`src/rtl/memory.sv`:
```
// Memory stage: turns an execute-stage load/store into a single data-bus
// transaction, waits for completion, and aligns/extends load data.
// An access that would be misaligned is flagged and never reaches the bus.

package memory_pkg;

    typedef struct packed {
        logic       mem_read;
        logic       mem_write;
        logic [1:0] msize;
        logic       mem_unsigned;
    } mem_ctl_t;

    typedef struct packed {
        logic [63:0] pc;
        logic [63:0] alu;
        logic [63:0] rs2;
        mem_ctl_t    ctl;
        logic        valid;
    } execute_data_t;

    typedef struct packed {
        logic        valid;
        logic [63:0] addr;
        logic [2:0]  size;
        logic [7:0]  strobe;
        logic [63:0] data;
    } dbus_req_t;

    typedef struct packed {
        logic        data_ok;
        logic [63:0] data;
    } dbus_resp_t;

    typedef struct packed {
        logic [63:0] pc;
        mem_ctl_t    ctl;
        logic [63:0] alu;
        logic [63:0] rdata;
        logic        misaligned;
        logic        valid;
    } memory_data_t;

endpackage

module memory
    import memory_pkg::*;
#(
    parameter bit MISALIGN_CHECK = 1'b1
) (
    input  logic          clk,
    input  logic          reset,
    input  execute_data_t dataE,
    input  logic          stallM,
    output dbus_req_t     dreq,
    input  dbus_resp_t    dresp,
    output memory_data_t  dataM_nxt,
    output logic          mem_wait
);

    typedef enum logic [1:0] {
        IDLE = 2'd0,
        WAIT = 2'd1,
        HOLD = 2'd2
    } state_t;

    state_t      state;
    state_t      next_state;
    logic [63:0] rdata_q;

    logic        mis;
    logic        mem;
    logic        req_valid;
    logic        ok;
    logic [63:0] load_val;

    function automatic logic misaligned_f(input logic [1:0] msize, input logic [2:0] a);
        case (msize)
            2'd1:    misaligned_f = a[0];
            2'd2:    misaligned_f = (a[1:0] != 2'd0);
            2'd3:    misaligned_f = (a != 3'd0);
            default: misaligned_f = 1'b0;
        endcase
    endfunction

    function automatic logic [7:0] strobe_f(input logic wr, input logic [1:0] msize,
                                            input logic [2:0] a);
        if (!wr) begin
            strobe_f = 8'h00;
        end else begin
            case (msize)
                2'd0:    strobe_f = 8'h01 << a;
                2'd1:    strobe_f = 8'h03 << a;
                2'd2:    strobe_f = 8'h0F << a;
                default: strobe_f = 8'hFF;
            endcase
        end
    endfunction

    function automatic logic [63:0] extract_load(input logic [63:0] data, input logic [2:0] a,
                                                 input logic [1:0] msize, input logic uns);
        logic [63:0] raw;
        raw = data >> {a, 3'b000};
        case (msize)
            2'd0:    extract_load = uns ? {56'd0, raw[7:0]}  : {{56{raw[7]}},  raw[7:0]};
            2'd1:    extract_load = uns ? {48'd0, raw[15:0]} : {{48{raw[15]}}, raw[15:0]};
            2'd2:    extract_load = uns ? {32'd0, raw[31:0]} : {{32{raw[31]}}, raw[31:0]};
            default: extract_load = raw;
        endcase
    endfunction

    // Request, handshake and output datapath; reset silences the bus immediately.
    always_comb begin
        mis       = MISALIGN_CHECK ? misaligned_f(dataE.ctl.msize, dataE.alu[2:0]) : 1'b0;
        mem       = dataE.valid & (dataE.ctl.mem_read | dataE.ctl.mem_write) & ~mis;
        req_valid = ~reset & (((state == IDLE) & mem) | (state == WAIT));
        ok        = req_valid & dresp.data_ok;
        load_val  = dataE.ctl.mem_read
                    ? extract_load(dresp.data, dataE.alu[2:0], dataE.ctl.msize,
                                   dataE.ctl.mem_unsigned)
                    : 64'd0;
        mem_wait  = req_valid & ~dresp.data_ok;

        dreq.valid  = req_valid;
        dreq.addr   = dataE.alu;
        dreq.size   = {1'b0, dataE.ctl.msize};
        dreq.strobe = strobe_f(dataE.ctl.mem_write, dataE.ctl.msize, dataE.alu[2:0]);
        dreq.data   = dataE.rs2 << {dataE.alu[2:0], 3'b000};

        dataM_nxt.pc         = dataE.pc;
        dataM_nxt.ctl        = dataE.ctl;
        dataM_nxt.alu        = dataE.alu;
        dataM_nxt.misaligned = mis & dataE.valid;
        dataM_nxt.valid      = dataE.valid & ~mem_wait;
        if (ok) begin
            dataM_nxt.rdata = load_val;
        end else if (state == HOLD) begin
            dataM_nxt.rdata = rdata_q;
        end else begin
            dataM_nxt.rdata = 64'd0;
        end
    end

    // Next-state: a completed access parks in HOLD while the stage is stalled.
    always_comb begin
        next_state = state;
        case (state)
            IDLE: begin
                if (mem) begin
                    if (ok) begin
                        next_state = stallM ? HOLD : IDLE;
                    end else begin
                        next_state = WAIT;
                    end
                end
            end
            WAIT: begin
                if (ok) begin
                    next_state = stallM ? HOLD : IDLE;
                end
            end
            HOLD: begin
                if (!stallM) begin
                    next_state = IDLE;
                end
            end
            default: next_state = IDLE;
        endcase
    end

    // State register and load-data capture for replay during HOLD.
    always_ff @(posedge clk or posedge reset) begin
        if (reset) begin
            state   <= IDLE;
            rdata_q <= 64'd0;
        end else begin
            state <= next_state;
            if (ok) begin
                rdata_q <= load_val;
            end
        end
    end

endmodule

```
`config.mk`:
```
export PLATFORM = sky130hd
export DESIGN_NAME = memory
export DESIGN_NICKNAME = d
export VERILOG_FILES = /design/src/rtl/memory.sv
export SDC_FILE = /design/constraint.sdc
export NUM_CORES = 1
export LEC_CHECK = 0
export BUFFER_PORTS_ARGS = -buffer_cell sky130_fd_sc_hd__buf_2
export CORE_AREA = 2 2 235 237
export DETAILED_ROUTE_END_ITERATION = 12
export DIE_AREA = 0 0 237 239
export GPL_TIMING_DRIVEN = 1
export PLACE_DENSITY_LB_ADDON = 0.08
export REMOVE_ABC_BUFFERS = 1
export SYNTH_ARGS = -nofsm -noshare
export SYNTH_HDL_FRONTEND = slang
export SYNTH_SLANG_ARGS = --single-unit
```
`constraint.sdc`:
```
create_clock -name clk -period 2.54 [get_ports clk]
set_clock_uncertainty 0.2 [all_clocks]
set_input_delay 0.381 -clock clk [delete_from_list [all_inputs] [get_ports clk]]
set_output_delay 0.381 -clock clk [all_outputs]
set_load 0.02 [all_outputs]
```
After elaboration in Yosys (flattened, before gate mapping). Cells that the tools add are included.

Output and inout port bits: 340. Memories kept: 0. Bits in writable memories: 0. Bits in latches: 0. Input bits: 266. Word-level logic and storage cells: 50. Bits in registers: 66. Memory bits (read-only): 0.

Reductions and logical operators: 5. Eq/ne operators: 8. Bitwise logic cells: 14. Shift-type cells: 5. Multiply operators: 0. $lt $le $gt $ge: 0. Add/subtract/negate cells: 0. Divide/modulo/power cells: 0. Muxes and demuxes: 16.

Operator list (number): 64-bit two-way mux (6); 64-bit case mux with 3 select lines (1); 64-bit by 6-bit << shifter with 64-bit output (1); 64-bit by 6-bit right shift with 64-bit output (1); 8-bit case mux with 3 select lines (1); 2-bit two-way mux (5); 1-bit AND (8); 8-bit two-way mux (1); 1-bit by 3-bit << shifter with 8-bit output, first input constant (1); 2-bit by 3-bit << shifter with 8-bit output, first input constant (1); 4-bit by 3-bit << shifter with 8-bit output, first input constant (1); 2-bit equality test, second input constant (3); 2-bit inequality test, second input constant (3); 2-bit case mux with 3 select lines (1); 2-bit by 1-bit equality test with 1-bit output, second input constant (2); 2-bit logical NOT (2); 1-bit NOT (4); 1-bit case mux with 3 select lines (1); 3-bit AND reduction (1); 3-bit nonzero test (1); 1-bit OR (2); 2-bit nonzero test (1).

Longest topological paths before layout. Gate-level depths: netlist of the first run.

Word-level depth: 11. Gate-level depth with buffers: 10. Gate-level depth less buffers: 7.

Worst setup path after synthesis of the first run. Ideal clock, no wire load.

Kind: in2out. Start: in dataE[2] (netlist name). End: out dataM_nxt[18] (netlist name). Setup slack: -281 ps. Required time: 1959 ps. Arrival: 2240 ps. Buffers on the path: 3. Stages: 10. Cells stage by stage: inv_1 ha_1 nor3_1 or4_1 buf_2 o2111a_1 buf_2 o211ai_4 buf_6 nand3_1.

RTL lines: start, declared (line 53) `input execute_data_t dataE,`; end, declared (line 57) `output memory_data_t dataM_nxt,`.

==> flow_summary.yaml, run 1 <==
route:
  drt_iter0_markers: 457
  num_vias: 9818
  wl_um: 75600
  route.detailed.drc: 0
  drt_pre_antenna_iters: 4
  drt-vias-per-instance: 4.72
  wl_per_cell_um: 36.3
  antenna_left: 0
timing:
  tns_ns: -26.59
  setup_viol: 118
  min_period_ns: 3.00
  hold_viol: 0
  fin_crit_sh_pct: 118
  slew_viol_final: 0
  rsz0062_at_grt: "yes"
  fin_ws_ns: -0.463
  fmax_ghz: 0.333
global_route:
  grt_overflow: 0
  grt_start_max_net_pins: 73
  grt_first_pass_wirelength_um: 94000
  grt_pass1_vias: 9537
  antenna_found_initial: 12
  track_usage_pct: 24.8
yosys:
  synth_cell_types: 47
  avgSynthCellArea_sq_um: 8.00
  yosys_warnings: 0
  seq_area_frac_synth_pct: 18.9
  syn_inst: 1091
  synth_top_area_share_pct: 18.9
  ys_ff_latch: 66
  ys.flop_type: "dfrtp_1"
  synth_area_sq_um: 8730
  synth-edff-count: 0
  async_flop_share_pct: 100
  synth_largest_area_cell: "dfrtp_1"
  ys_top_cells_by_area: "dfrtp_1 (19%), buf_4 (18%), mux2i_1 (8.7%)"
critical_path:
  crit_arrival_ns: 2.42
  rr_worst_depth: 11
  startpoint_type: "primary input"
  required_ns: 1.96
  criticalPathCategory: "primary input to output port"
  worstSetupEndpointType: "output port"
  path_max_fanout: 8
place:
  routabilityCongestion: 0.817
  place_ws_ns: -0.684
  io_buffers: 293
  hpwlAfterDp_um: 56900
power:
  p_leak_nw: 6.49
  power-per-cell-area_nw_per_um2: 391
  ir_worst_vdd_mv: 0.313
finish:
  finalCoreUtilization_pct: 25.1
  final_common_cell: "buf_2"
  fin_nets: 1638
  drive_gt1_share_pct: 55.8
  fill_cells: 5976
  final_cell_mix: "buf_2 (224), buf_4 (192), nand2_1 (135), buf_6 (79), nor2_1 (67)"
  area_growth_pct: 56.0
worst_hold_path:
  hold_path_class: "primary input to flip-flop"
  holdPathStages: 2
outcome:
  status: "finished, violations left"
  violations: "negative setup slack"
clocking:
  clockRootBuffer: "clkbuf_16"
  clock_latency_ns: 0.36
  clkTransAtPathRegs_ns: 0.06
  clk_path_buf_depth: 2
  cts_buffers: 9
  cts_tree: "yes"
  clkSinkCount: 66
  htreeDepth: 3
die:
  rows: 86
  die_y_um: 239
  dieArea_sq_um: 56600
  io_pins: 606
  die_width_um: 237
  core_area_sq_um: 54300
  start_util_pct: 16.1
run:
  cap_violations: 0
critical path: stages:
cell       delay, ns
buf_8           0.09
buf_6           0.12
inv_6           0.04
ha_4            0.14
or4_4           0.52
buf_6           0.14
o2111ai_4       0.19
buf_12          0.16
buf_12          0.13
buf_16          0.15
a21oi_4         0.04
a21o_1          0.17
buf_6           0.13
where the power goes:
group | leakage [nW] | switching, mW | internal [mW]
sequential | 0.888 | 0.0985 | 1.24
combinational | 5.45 | 1.38 | 1.21
clock | 0.147 | 0.575 | 0.816
total | 6.49 | 2.05 | 3.27
through the flow:
step / power [mW] / std cells / hold slack, ns / cell area (sq um)
finish: 5.32 / 2081 / 0.0729 / 13600
global route: 5.62 / 2078 / 0.0695 / 13600
CTS: 5.03 / 2023 / 0.0475 / 12200
detailed placement: 3.39 / 1980 / 0.265 / 10700
global placement: 3.40 / 1980 / 0.259 / 10700
floorplan: 2.29 / 797 / 0.248 / 6710
worst paths after layout:
check | endpoint | slack, ns | start
max | dataM_nxt[8] | -0.46 | dataE[3]
min | state[1]$_DFFE_PP0P_ | 0.07 | stallM
max reg2reg | rdata_q[48]$_DFFE_PP0P_ | 0.24 | state[0]$_DFFE_PP0P_
min reg2reg | rdata_q[63]$_DFFE_PP0P_ | 0.28 | rdata_q[63]$_DFFE_PP0P_
max in group asynchronous | rdata_q[56]$_DFFE_PP0P_ | 1.09 | reset
min in group asynchronous | rdata_q[52]$_DFFE_PP0P_ | 0.51 | reset
kinds of logic after synthesis:
group,count (synthesis),synth area share [%]
AND/OR/NAND/NOR,304,14.9
other,1,0.0429
multiplexers,148,21.1
buffers and inverters,304,23.6
AO/OA/AOI/OAI,261,20.4
flip-flops,66,18.9
adder cells (fa/ha/maj),7,1.00
metal layers:
metal  vias to the layer above  track usage (%)  wire, um
met4                        26             4.03      1140
met3                        78             23.2     14800
met2                       761             36.9     32000
met1                      4720             25.1     26800
li1                       4233                -         -
met5                         -             10.9       888
sequential cells by signal, summed over array words and instances, names as in the netlist:
| register | count |
|---|---|
| state | 2 |
| rdata_q | 64 |
cells in the mapped netlist, types with 2 or more instances:
library cell / number
or3_1: 2
o31ai_1: 60
mux2i_1: 76
buf_4: 210
nand3_1: 49
nor2_1: 80
a21oi_2: 2
clkbuf_1: 44
ha_1: 7
buf_2: 25
mux2_2: 48
a21o_1: 32
a211o_1: 9
nor3_1: 4
nand2b_1: 3
o22ai_1: 31
nor2b_1: 5
a2bb2oi_1: 15
o21a_1: 2
a21oi_1: 62
a211oi_1: 3
buf_6: 13
o22a_1: 2
inv_1: 9
nand2_1: 138
mux4_2: 24
a31oi_1: 3
o21ai_0: 28
buf_1: 2
dfrtp_1: 66
o31ai_2: 4
and2_1: 18
area by class of cell:
cell class / instances / area (sq um) / area share [%]
multi-input cells: 721 / 5940 / 43.6
diodes: 7 / 17.5 / 0.129
repair buffers: 557 / 4780 / 35.1
well taps: 704 / 881 / 6.47
inverters: 10 / 48.8 / 0.358
flip-flops and latches: 66 / 1650 / 12.1
clock buffers: 14 / 264 / 1.94
clock inverters: 2 / 35.0 / 0.257
timing repair:
item	CTS	global route
hold buffers	1	0
resized for setup	178	203
hold endpoints to repair	14	0
pin swaps	20	33
setup buffers	22	44
setup endpoints to repair	146	115
cloned	7	11
Power figures use the tool's default switching activity.
==> inputs of run 2 (changes only) <==
--- a/config.mk
+++ b/config.mk
@@ -11,7 +11,6 @@
 export DIE_AREA = 0 0 237 239
 export GPL_TIMING_DRIVEN = 1
 export PLACE_DENSITY_LB_ADDON = 0.08
-export REMOVE_ABC_BUFFERS = 1
 export SYNTH_ARGS = -nofsm -noshare
 export SYNTH_HDL_FRONTEND = slang
 export SYNTH_SLANG_ARGS = --single-unit
==> run 2 against run 1 <==
Net effect:
- the run still ends with negative setup slack left
- combinational power fell by 8.1%
- utilization fell by 1.4 points
- first-iteration DRC count fell by 29%
- via count fell by 9.5%
- worst hold slack got worse by 0.046 ns
- critical endpoint is now dataM_nxt[6]
- flip-flop and latch count did not move
- sequential power barely moved
- routed wire length fell by 38%
- fmax rose by 1.1%
- clock power fell by 8%
==> flow_summary.yaml, run 2 (synthesis results as in run 1) <==
timing:
  tightest_slew_ns: 0.520
  maxSlewHeadroom_pct: 65.3
  fmax_ghz: 0.337
  fin_crit_sh_pct: 117
  slew_viol_final: 0
  min_period_ns: 2.97
  rsz0062_at_grt: "yes"
  fin_ws_ns: -0.431
  hold_viol: 0
  setup_viol: 67
  fin_hold_ws_ns: 0.0271
die:
  die_y_um: 239
  core_area_sq_um: 54300
  io_pins: 606
  rows: 86
  die_width_um: 237
  dieArea_sq_um: 56600
  start_util_pct: 16.1
critical_path:
  criticalPathCategory: "primary input to output port"
  path_max_fanout: 13
  startpoint_type: "primary input"
  worstSetupEndpointType: "output port"
  critPathMaxStageDelay_ns: 0.52
  crit_arrival_ns: 2.39
  crit_start: "dataE[2]"
  r2r_start: "state[0]$_DFFE_PP0P_"
  path_buf_inv: 5
  required_ns: 1.96
  crit_chain: "buf_8, clkinvlp_4, ha_4, nor3_2, or4_4, buf_6, o2111ai_4, buf_12, a21oi_1, a21o_1, buf_2"
  cpMaxStageDelayCell: "or4_4"
  crit_family: "buffers and inverters"
finish:
  final_cells: 2032
  finalCoreUtilization_pct: 23.7
  area_growth_pct: 47.2
  final_cell_mix: "buf_2 (226), buf_4 (179), nand2_1 (137), nor2_1 (75), mux2i_1 (73)"
  largest_reg_flops: 64
  top_register: "rdata_q"
  fill_cells: 6001
  final_common_cell: "buf_2"
  drive_gt1_share_pct: 53.7
  top_regs: "rdata_q x64, state x2"
  fin_nets: 1592
clocking:
  clk_path_buf_depth: 2
  cts_tree: "yes"
  htreeDepth: 3
  clkTransAtPathRegs_ns: 0.07
  clockRootBuffer: "clkbuf_16"
  clock_latency_ns: 0.37
  clkSinkCount: 66
  cts_buffers: 9
global_route:
  grt_overflow: 0
  grt_pass1_vias: 9353
  antenna_found_initial: 5
  grt_start_max_net_pins: 67
  grt_first_pass_wirelength_um: 67300
  track_usage_pct: 16.2
run:
  cap_violations: 0
outcome:
  violations: "negative setup slack"
  status: "finished, violations left"
route:
  drt_pre_antenna_iters: 6
  drt_iter0_markers: 325
  antenna_left: 0
  route.detailed.drc: 0
  wl_um: 46500
  drt-vias-per-instance: 4.37
  num_vias: 8884
  wl_per_cell_um: 22.9
place:
  routabilityCongestion: 0.770
  dp.cells: 1973
  hpwlAfterDp_um: 35600
  io_buffers: 293
power:
  p_leak_nw: 6.18
  power-per-cell-area_nw_per_um2: 390
  ir_worst_vdd_mv: 0.290
yosys:
  syn-num-nets: 1364
worst_hold_path:
  hold_path_class: "primary input to async pin"
[run 2: cell count changes in the layout (fill, tap and decap cells not counted), moves of 9 or more]
cell / delta
clkbuf_16: -11
buf_6: -14
o31ai_2: -9
a21oi_2: -10
nand3_2: +10
mux2i_4: -9
nand3_4: +15
a21oi_1: +13
o21ai_1: +10
nand3_1: -25
mux2i_1: +9
buf_4: -13
[run 2: where the power goes]
group          total [mW]  switching [mW]  internal [mW]  leakage, nW
clock                1.28           0.595          0.688        0.134
sequential           1.34           0.101           1.24        0.888
combinational        2.38            1.31           1.08         5.16
[run 2: repair_timing]
item / 4_1_cts / 5_1_grt
pin swaps: 22 / 12
buffers inserted: 29 / 10
gates cloned: 7 / 0
setup endpoints to repair: 89 / 88
resized for setup: 184 / 42
hold buffers: 0 / 0
[run 2: per-layer routing]
layer / vias to the layer above / wire [um] / global-route usage, %
met5: - / 13 / 0
met2: 306 / 21600 / 25.8
met4: 2 / 746 / 3.91
met1: 4371 / 21700 / 22.2
li1: 4141 / - / -
met3: 64 / 2390 / 3.70
[run 2: metrics by stage]
stage	setup TNS, ns	area, sq um	total power, mW	worst slack [ns]
CTS	-27.78	12700	5.07	-0.483
global placement	-46.32	11300	3.53	-0.589
finish	-25.05	12900	5.01	-0.431
floorplan	-5.44	9280	2.97	-0.120
global route	-29.09	12900	5.33	-0.506
detailed placement	-50.17	11300	3.52	-0.617
[run 2: final timing paths]
path,slack (ns),to,cells after the start
max reg2reg,0.57,rdata_q[21]$_DFFE_PP0P_,9
min reg2reg,0.28,rdata_q[48]$_DFFE_PP0P_,2
min in group clk,0.05,state[1]$_DFFE_PP0P_,2
max,-0.43,dataM_nxt[6],11
min,0.03,state[0]$_DFFE_PP0P_,4
max in group asynchronous,1.73,rdata_q[18]$_DFFE_PP0P_,4
[run 2: worst min-delay path: cells and delay by family]
family | cells | cell delay (ns)
buffers and inverters | 4 | 0.64
[run 2: final cells by class]
class | count | area, sq um | area share, %
multi-input cells | 721 | 5920 | 46.0
repair buffers | 511 | 4070 | 31.6
flip-flops and latches | 66 | 1650 | 12.8
well taps | 704 | 881 | 6.85
clock buffers | 10 | 239 | 1.86
inverters | 10 | 43.8 | 0.341
clock inverters | 6 | 42.5 | 0.331
diodes | 4 | 10.0 | 0.0779
